===== src/rtl/cpu_types_pkg.sv =====
// cpu_types_pkg
//   Shared datapath types for the CPU pipeline.
//   word_t     : machine data word
//   regbits_t  : register file index
//   memwb_t    : MEM/WB bundle at default datapath widths
//   memwb_wdat : writeback word selection for a MEM/WB bundle
package cpu_types_pkg;

    localparam int unsigned WORD_W = 32;
    localparam int unsigned REG_W  = 5;

    typedef logic [WORD_W-1:0] word_t;
    typedef logic [REG_W-1:0]  regbits_t;

    typedef struct packed {
        word_t    npc;
        word_t    rdat;
        word_t    result;
        regbits_t regdest;
        logic     regwen;
        logic     pc2reg;
        logic     mem2reg;
        logic     halt;
    } memwb_t;

    localparam int unsigned MEMWB_W = $bits(memwb_t);

    // pc2reg has priority over mem2reg when both are set.
    function automatic word_t memwb_wdat(input memwb_t b);
        if (b.pc2reg)
            return b.npc;
        else if (b.mem2reg)
            return b.rdat;
        else
            return b.result;
    endfunction

endpackage


===== src/rtl/pipe_skid2.sv =====
// pipe_skid2
//   Generic two-entry skid buffer. The main entry drives the output; the
//   skid entry absorbs one extra item on the first stalled cycle so that
//   in_ready can be registered-only (it depends on skid_valid alone).
//   clk       : clock, all state on rising edge
//   n_rst     : synchronous active-low reset (clears valids and data)
//   flush     : drop both entries and any incoming item at the next edge
//   in_valid  / in_ready  / in_data  : producer side
//   out_valid / out_ready / out_data : consumer side
module pipe_skid2 #(
    parameter int unsigned W = 8
) (
    input  logic         clk,
    input  logic         n_rst,
    input  logic         flush,
    input  logic         in_valid,
    output logic         in_ready,
    input  logic [W-1:0] in_data,
    output logic         out_valid,
    input  logic         out_ready,
    output logic [W-1:0] out_data
);

    logic         main_valid;
    logic         skid_valid;
    logic [W-1:0] main_data;
    logic [W-1:0] skid_data;
    logic         accept;
    logic         consume;

    assign in_ready  = ~skid_valid;
    assign out_valid = main_valid;
    assign out_data  = main_data;
    assign accept    = in_valid & in_ready;
    assign consume   = main_valid & out_ready;

    always_ff @(posedge clk) begin
        if (!n_rst) begin
            main_valid <= 1'b0;
            skid_valid <= 1'b0;
            main_data  <= '0;
            skid_data  <= '0;
        end else if (flush) begin
            main_valid <= 1'b0;
            skid_valid <= 1'b0;
        end else if (consume) begin
            if (skid_valid) begin
                // accept cannot coincide here: in_ready is low while skid is full
                main_data  <= skid_data;
                skid_valid <= 1'b0;
            end else if (accept) begin
                main_data  <= in_data;
            end else begin
                main_valid <= 1'b0;
            end
        end else if (accept) begin
            if (!main_valid) begin
                main_data  <= in_data;
                main_valid <= 1'b1;
            end else begin
                skid_data  <= in_data;
                skid_valid <= 1'b1;
            end
        end
    end

endmodule


===== src/rtl/pipeline_memwb_stage.sv =====
// pipeline_memwb_stage
//   MEM/WB pipeline register with valid/ready handshake, two-entry skid
//   buffer, flush, sticky halt and writeback word selection.
//   CLK, nRST        : clock / synchronous active-low reset
//   in_*             : memory-stage bundle, in_valid/in_ready handshake
//   flush            : discard held and incoming bundles
//   out_*            : registered bundle, out_valid/out_ready handshake
//   out_wdat         : selected writeback word (pc2reg > mem2reg > result)
//   halted           : sticky, set once a HALT bundle has been consumed
module pipeline_memwb_stage
    import cpu_types_pkg::*;
#(
    parameter int unsigned DW = WORD_W,
    parameter int unsigned RW = REG_W
) (
    input  logic          CLK,
    input  logic          nRST,
    input  logic          in_valid,
    output logic          in_ready,
    input  logic [DW-1:0] in_npc,
    input  logic [DW-1:0] in_rdat,
    input  logic [DW-1:0] in_result,
    input  logic [RW-1:0] in_regdest,
    input  logic          in_regwen,
    input  logic          in_pc2reg,
    input  logic          in_mem2reg,
    input  logic          in_halt,
    input  logic          flush,
    output logic          out_valid,
    input  logic          out_ready,
    output logic [DW-1:0] out_npc,
    output logic [DW-1:0] out_rdat,
    output logic [DW-1:0] out_result,
    output logic [RW-1:0] out_regdest,
    output logic          out_regwen,
    output logic          out_pc2reg,
    output logic          out_mem2reg,
    output logic          out_halt,
    output logic [DW-1:0] out_wdat,
    output logic          halted
);

    // Same layout as memwb_t, widened to this instance's parameters.
    typedef struct packed {
        logic [DW-1:0] npc;
        logic [DW-1:0] rdat;
        logic [DW-1:0] result;
        logic [RW-1:0] regdest;
        logic          regwen;
        logic          pc2reg;
        logic          mem2reg;
        logic          halt;
    } stage_t;

    localparam int unsigned PW = $bits(stage_t);

    stage_t in_bundle;
    stage_t main_bundle;
    logic   skid_in_ready;
    logic   skid_in_valid;
    logic   halted_q;
    logic   consume;

    always_comb begin
        in_bundle         = '0;
        in_bundle.npc     = in_npc;
        in_bundle.rdat    = in_rdat;
        in_bundle.result  = in_result;
        in_bundle.regdest = in_regdest;
        // r0 is hard-wired zero: never request a write to it
        in_bundle.regwen  = in_regwen & (in_regdest != '0);
        in_bundle.pc2reg  = in_pc2reg;
        in_bundle.mem2reg = in_mem2reg;
        in_bundle.halt    = in_halt;
    end

    assign skid_in_valid = in_valid & ~halted_q;
    assign in_ready      = skid_in_ready & ~halted_q;

    pipe_skid2 #(
        .W (PW)
    ) u_skid (
        .clk       (CLK),
        .n_rst     (nRST),
        .flush     (flush),
        .in_valid  (skid_in_valid),
        .in_ready  (skid_in_ready),
        .in_data   (in_bundle),
        .out_valid (out_valid),
        .out_ready (out_ready),
        .out_data  (main_bundle)
    );

    assign out_npc     = main_bundle.npc;
    assign out_rdat    = main_bundle.rdat;
    assign out_result  = main_bundle.result;
    assign out_regdest = main_bundle.regdest;
    assign out_regwen  = main_bundle.regwen;
    assign out_pc2reg  = main_bundle.pc2reg;
    assign out_mem2reg = main_bundle.mem2reg;
    assign out_halt    = main_bundle.halt;

    always_comb begin
        if (main_bundle.pc2reg)
            out_wdat = main_bundle.npc;
        else if (main_bundle.mem2reg)
            out_wdat = main_bundle.rdat;
        else
            out_wdat = main_bundle.result;
    end

    // A consume still completes in a flush cycle, so a HALT leaving the
    // stage then must still set halted.
    assign consume = out_valid & out_ready;

    always_ff @(posedge CLK) begin
        if (!nRST)
            halted_q <= 1'b0;
        else if (consume && main_bundle.halt)
            halted_q <= 1'b1;
    end

    assign halted = halted_q;

endmodule

===== config.mk =====
export PLATFORM = sky130hd
export DESIGN_NAME = pipeline_memwb_stage
export DESIGN_NICKNAME = d
export VERILOG_FILES = /design/src/rtl/cpu_types_pkg.sv /design/src/rtl/pipe_skid2.sv /design/src/rtl/pipeline_memwb_stage.sv
export SDC_FILE = /design/constraint.sdc
export NUM_CORES = 1
export LEC_CHECK = 0
export BUFFER_PORTS_ARGS = -buffer_cell sky130_fd_sc_hd__buf_2
export CAP_MARGIN = 10
export CORE_ASPECT_RATIO = 1.4
export CORE_MARGIN = 5
export CORE_UTILIZATION = 57
export DETAILED_ROUTE_END_ITERATION = 10
export PLACE_DENSITY = 0.89
export RECOVER_POWER = 25
export SKIP_LAST_GASP = 1
export SLEW_MARGIN = 0
export SYNTH_ARGS = -nofsm -noshare
export SYNTH_HDL_FRONTEND = slang
export SYNTH_SLANG_ARGS = --single-unit

===== constraint.sdc =====
create_clock -name CLK -period 4.4 [get_ports CLK]
set_input_delay 0.88 -clock CLK [delete_from_list [all_inputs] [get_ports CLK]]
set_output_delay 0.88 -clock CLK [all_outputs]
set_load 0.1 [all_outputs]

==> summary.md <==
| Metric | Value |
|---|---|
| Outcome | complete, but fails checks |
| Failing checks | max-capacitance violations, max-slew violations |
| Synthesized area | around 9100 sq um |
| Proportion of synthesized area in mux cells | 14.9% |
| Area grow syn2layout | 20.7% |
| P per Cell Area | around 470 nW/um^2 |
| VDD IR max | roughly 0.00036 V |
| Syn avg cell area | roughly 8.7 sq um |
| Grt total ovfl | 0 |
| Yosys reg bits | approximately 210 |
| WS Path Type | reg2out |
| Sequential fraction of the synthesis area | 46.7% |
| Iter 0 DRT Violations | 911 |
| Max Cap Violations | 2 |
| Final min period | approximately 3.4 ns |
| Cell variety after synth | 24 |
| Worst-skew pair later-pin latency | 0.48 ns |
| Post-synthesis simple-gate area fraction | 10.9% |
| Top Ports | 250 |
| Total number of vias | 8,326 |
| Final Non-Filler Cells | 1,454 |
| Critical Path Start Type | flop |
| Vias in the first global route | 7,858 |
| Final Util | between 70 and 80% |
| Inst Count DP | 1,414 |
| Initial antenna violation count | 5 |
| Core area | about 16,000 sq um |
| YS warnings | 0 |
| CTS sink count | 213 |
| HPWL Detailed | 20,000 um |
| Die X-Extent | around 120 um |
| # Post-CTS Setup Buffers | 0 |
| ANT nets after route | 0 |
| Post-synthesis compound-gate area fraction | around 22% |
| Starting density of the core | around three fifths |
| First-pass GRT wire length | approximately 43,000 um |
| GR met1 Demand/Resource | 38.5% |
| Int Power | approximately 3.4 mW |
| Worst Path Max Fanout | 34 |
| Comb pwr share | 22.0% |
| Number of CTS-inserted buffers | 20 |
| Hold Fails Final Rpt | 0 |
| DR pass1 iterations | 6 |
| Final Cycle Share | between 70 and 80% |
| Synth Area in Adders | 0% |
| Net Sw Frac | about a third |
| Clock Power Share | roughly 37% |
| Arr. time, crit path | approximately 2.6 ns |
| Cell Chain, Critical Path | mux2i_1 > o21ai_0 > buf_2 |
| Syn Inst Count | about 1,100 |
| Vias/cell | ~5.7 |
| Global Route met3 Usage | approximately 5.2% |
| CTS H-tree depth | 1 |
| Worst Path Required | approximately 3.5 ns |
| Global placement routability congestion | 0.872 |
| Unrepaired setup endpoints after global routing | no |
| Drt drc | 0 |
| Met2 usage | a little under half |
| Slew of the pin with the lowest slew margin | 1.74 ns |
| Die Ht | approximately 160 um |
| Longest Clk Path Bufs | 3 |
| Crit path capture type | output pin |
| Top delay family on crit path | flip-flops |
| Largest family of logic cells by synthesized area | compound AO/OA/AOI/OAI gates |
| Layout cells sized above 1 | 20.9% |
| Worst hold slack | roughly 0.45 ns |
| Root Driver | clkbuf_16 |
| GR Util All Layers | 29.3% |
| Total routed wirelength | 28,700 um |
| Row count | between 50 and 60 |
| Worst slew margin | -16.1% |
| Largest net degree at the start of global routing | 189 |
| CTS resizes | 0 |
| Port bufs | 249 |
| Grt peak-use layer | met2 |
| CTS Hold Bufs | 0 |
| Max Slew Vio Count | 176 |
| Worst Hold Class | reg2reg |
| Slowest CP cell | dfxtp_2 |
| Final Setup Violations | 0 |
| LEAKAGE | 5.08 nW |
| DIE AREA | 18,700 sq um |
| DR WL/cell | 19.7 um |
| CP max stage delay | 1.01 ns |
| Post-Synth XOR/XNOR Area | 0% |
| Flop pwr share | between 40 and 50% |
| Synth Net Count | 1,163 |
| Net Sw Power | 1.79 mW |
| Fin Setup TNS | 0 ns |
| Clk slew on worst S/H paths | 0.07 ns |
| F_max | 290 MHz |
| CTS tree | built |
| Final setup skew | 0.00587 ns |
| Fin nets | 1,350 |
| Buf/Inv on CP | 1 |
==> logic make-up after synthesis <==
logic type	after synthesis
multiplexers	136
flip-flops	213
AND/OR/NAND/NOR	257
AO/OA/AOI/OAI	352
buffers and inverters	95
==> cells in the mapped netlist <==
| cell | number | area (sq um) |
|---|---|---|
| a211oi_1 | 1 | 7.51 |
| a21boi_0 | 46 | 345 |
| a21boi_1 | 59 | 443 |
| a21oi_1 | 105 | 526 |
| a221oi_2 | 1 | 15.0 |
| a31oi_1 | 2 | 12.5 |
| buf_1 | 1 | 3.75 |
| buf_2 | 35 | 175 |
| buf_4 | 5 | 37.5 |
| buf_6 | 6 | 67.6 |
| clkbuf_1 | 46 | 173 |
| dfxtp_1 | 213 | 4260 |
| inv_1 | 2 | 7.51 |
| mux2i_1 | 136 | 1360 |
| nand2_1 | 243 | 912 |
| nand2b_1 | 2 | 12.5 |
| nand3_1 | 4 | 20.0 |
| nand4_1 | 2 | 12.5 |
| nor2_1 | 2 | 7.51 |
| nor3_1 | 1 | 5.00 |
| nor3_2 | 1 | 10.0 |
| o21ai_0 | 138 | 691 |
| or3_1 | 1 | 6.26 |
| or3b_4 | 1 | 11.3 |
==> tightest hold or removal path: cells and delay by family (launching register included) <==
kind             cells  cell delay, ns
AND/OR/NAND/NOR      1            0.05
AO/OA/AOI/OAI        1            0.05
flip-flops           1            0.31
==> placed cells by master (no fill, tap or decap), types with 3 or more instances in the layout <==
master,n
a21boi_0,52
a21boi_1,53
a21oi_1,105
buf_12,3
buf_2,214
buf_4,5
bufinv_16,4
clkbuf_1,39
clkbuf_16,21
clkbuf_8,6
dfxtp_1,211
diode_2,4
mux2i_1,136
nand2_1,243
nand3_1,3
o21ai_0,109
o21ai_1,29
==> path summary, 6_finish.rpt <==
check	to	slack (ns)	start	cells past startpoint
max	out_wdat[1]	0.95	u_skid.out_data[1]	3
min reg2reg	u_skid.skid_data[64]	0.45	u_skid.skid_data[64]	2
max reg2reg	u_skid.skid_data[57]	1.70	u_skid.skid_valid	5
min	u_skid.skid_data[64]	0.45	u_skid.skid_data[64]	2
==> sequential cells by signal (all words and copies together), names as in the netlist <==
| name | flops |
|---|---|
| u_skid.skid_valid | 1 |
| u_skid.skid_data | 105 |
| u_skid.out_valid | 1 |
| u_skid.out_data | 105 |
| halted | 1 |
==> power by group through the flow <==
| stage | registers, mW | clock network (mW) | logic (mW) |
|---|---|---|---|
| final | 2.12 | 1.94 | 1.14 |
| after global routing | 2.12 | 2.05 | 1.19 |
| after CTS | 2.11 | 1.96 | 1.15 |
| after detailed placement | 2.16 | 0 | 1.14 |
| after global placement | 2.16 | 0 | 1.13 |
| after floorplan | 2.59 | 0 | 0.443 |
==> layer usage <==
metal / share of wire [%] / up-vias
li1: - / 3999
met1: 40 / 3864
met2: 47 / 395
met3: 8.7 / 66
met4: 4.6 / 2
met5: 0.038 / -
==> final cells by class <==
| class | instances | area [sq um] |
|---|---|---|
| Timing Repair Buffer | 258 | 1310 |
| Fill cell | 1229 | 4660 |
| Inverter | 2 | 7.51 |
| Multi-Input combinational cell | 745 | 4430 |
| Antenna cell | 4 | 10.0 |
| Tap cell | 196 | 245 |
| Clock inverter | 4 | 120 |
| Clock buffer | 32 | 627 |
| Sequential cell | 213 | 4270 |
==> metrics by stage <==
step	setup slack, ns	total power, mW	instance area (sq um)
floorplan	0.0363	3.04	9130
global placement	1.53	3.29	10300
detailed placement	1.47	3.30	10300
CTS	0.952	5.22	11100
global route	0.861	5.36	11000
finish	0.953	5.20	11000
Note: power is estimated with default switching activity, not from simulation.
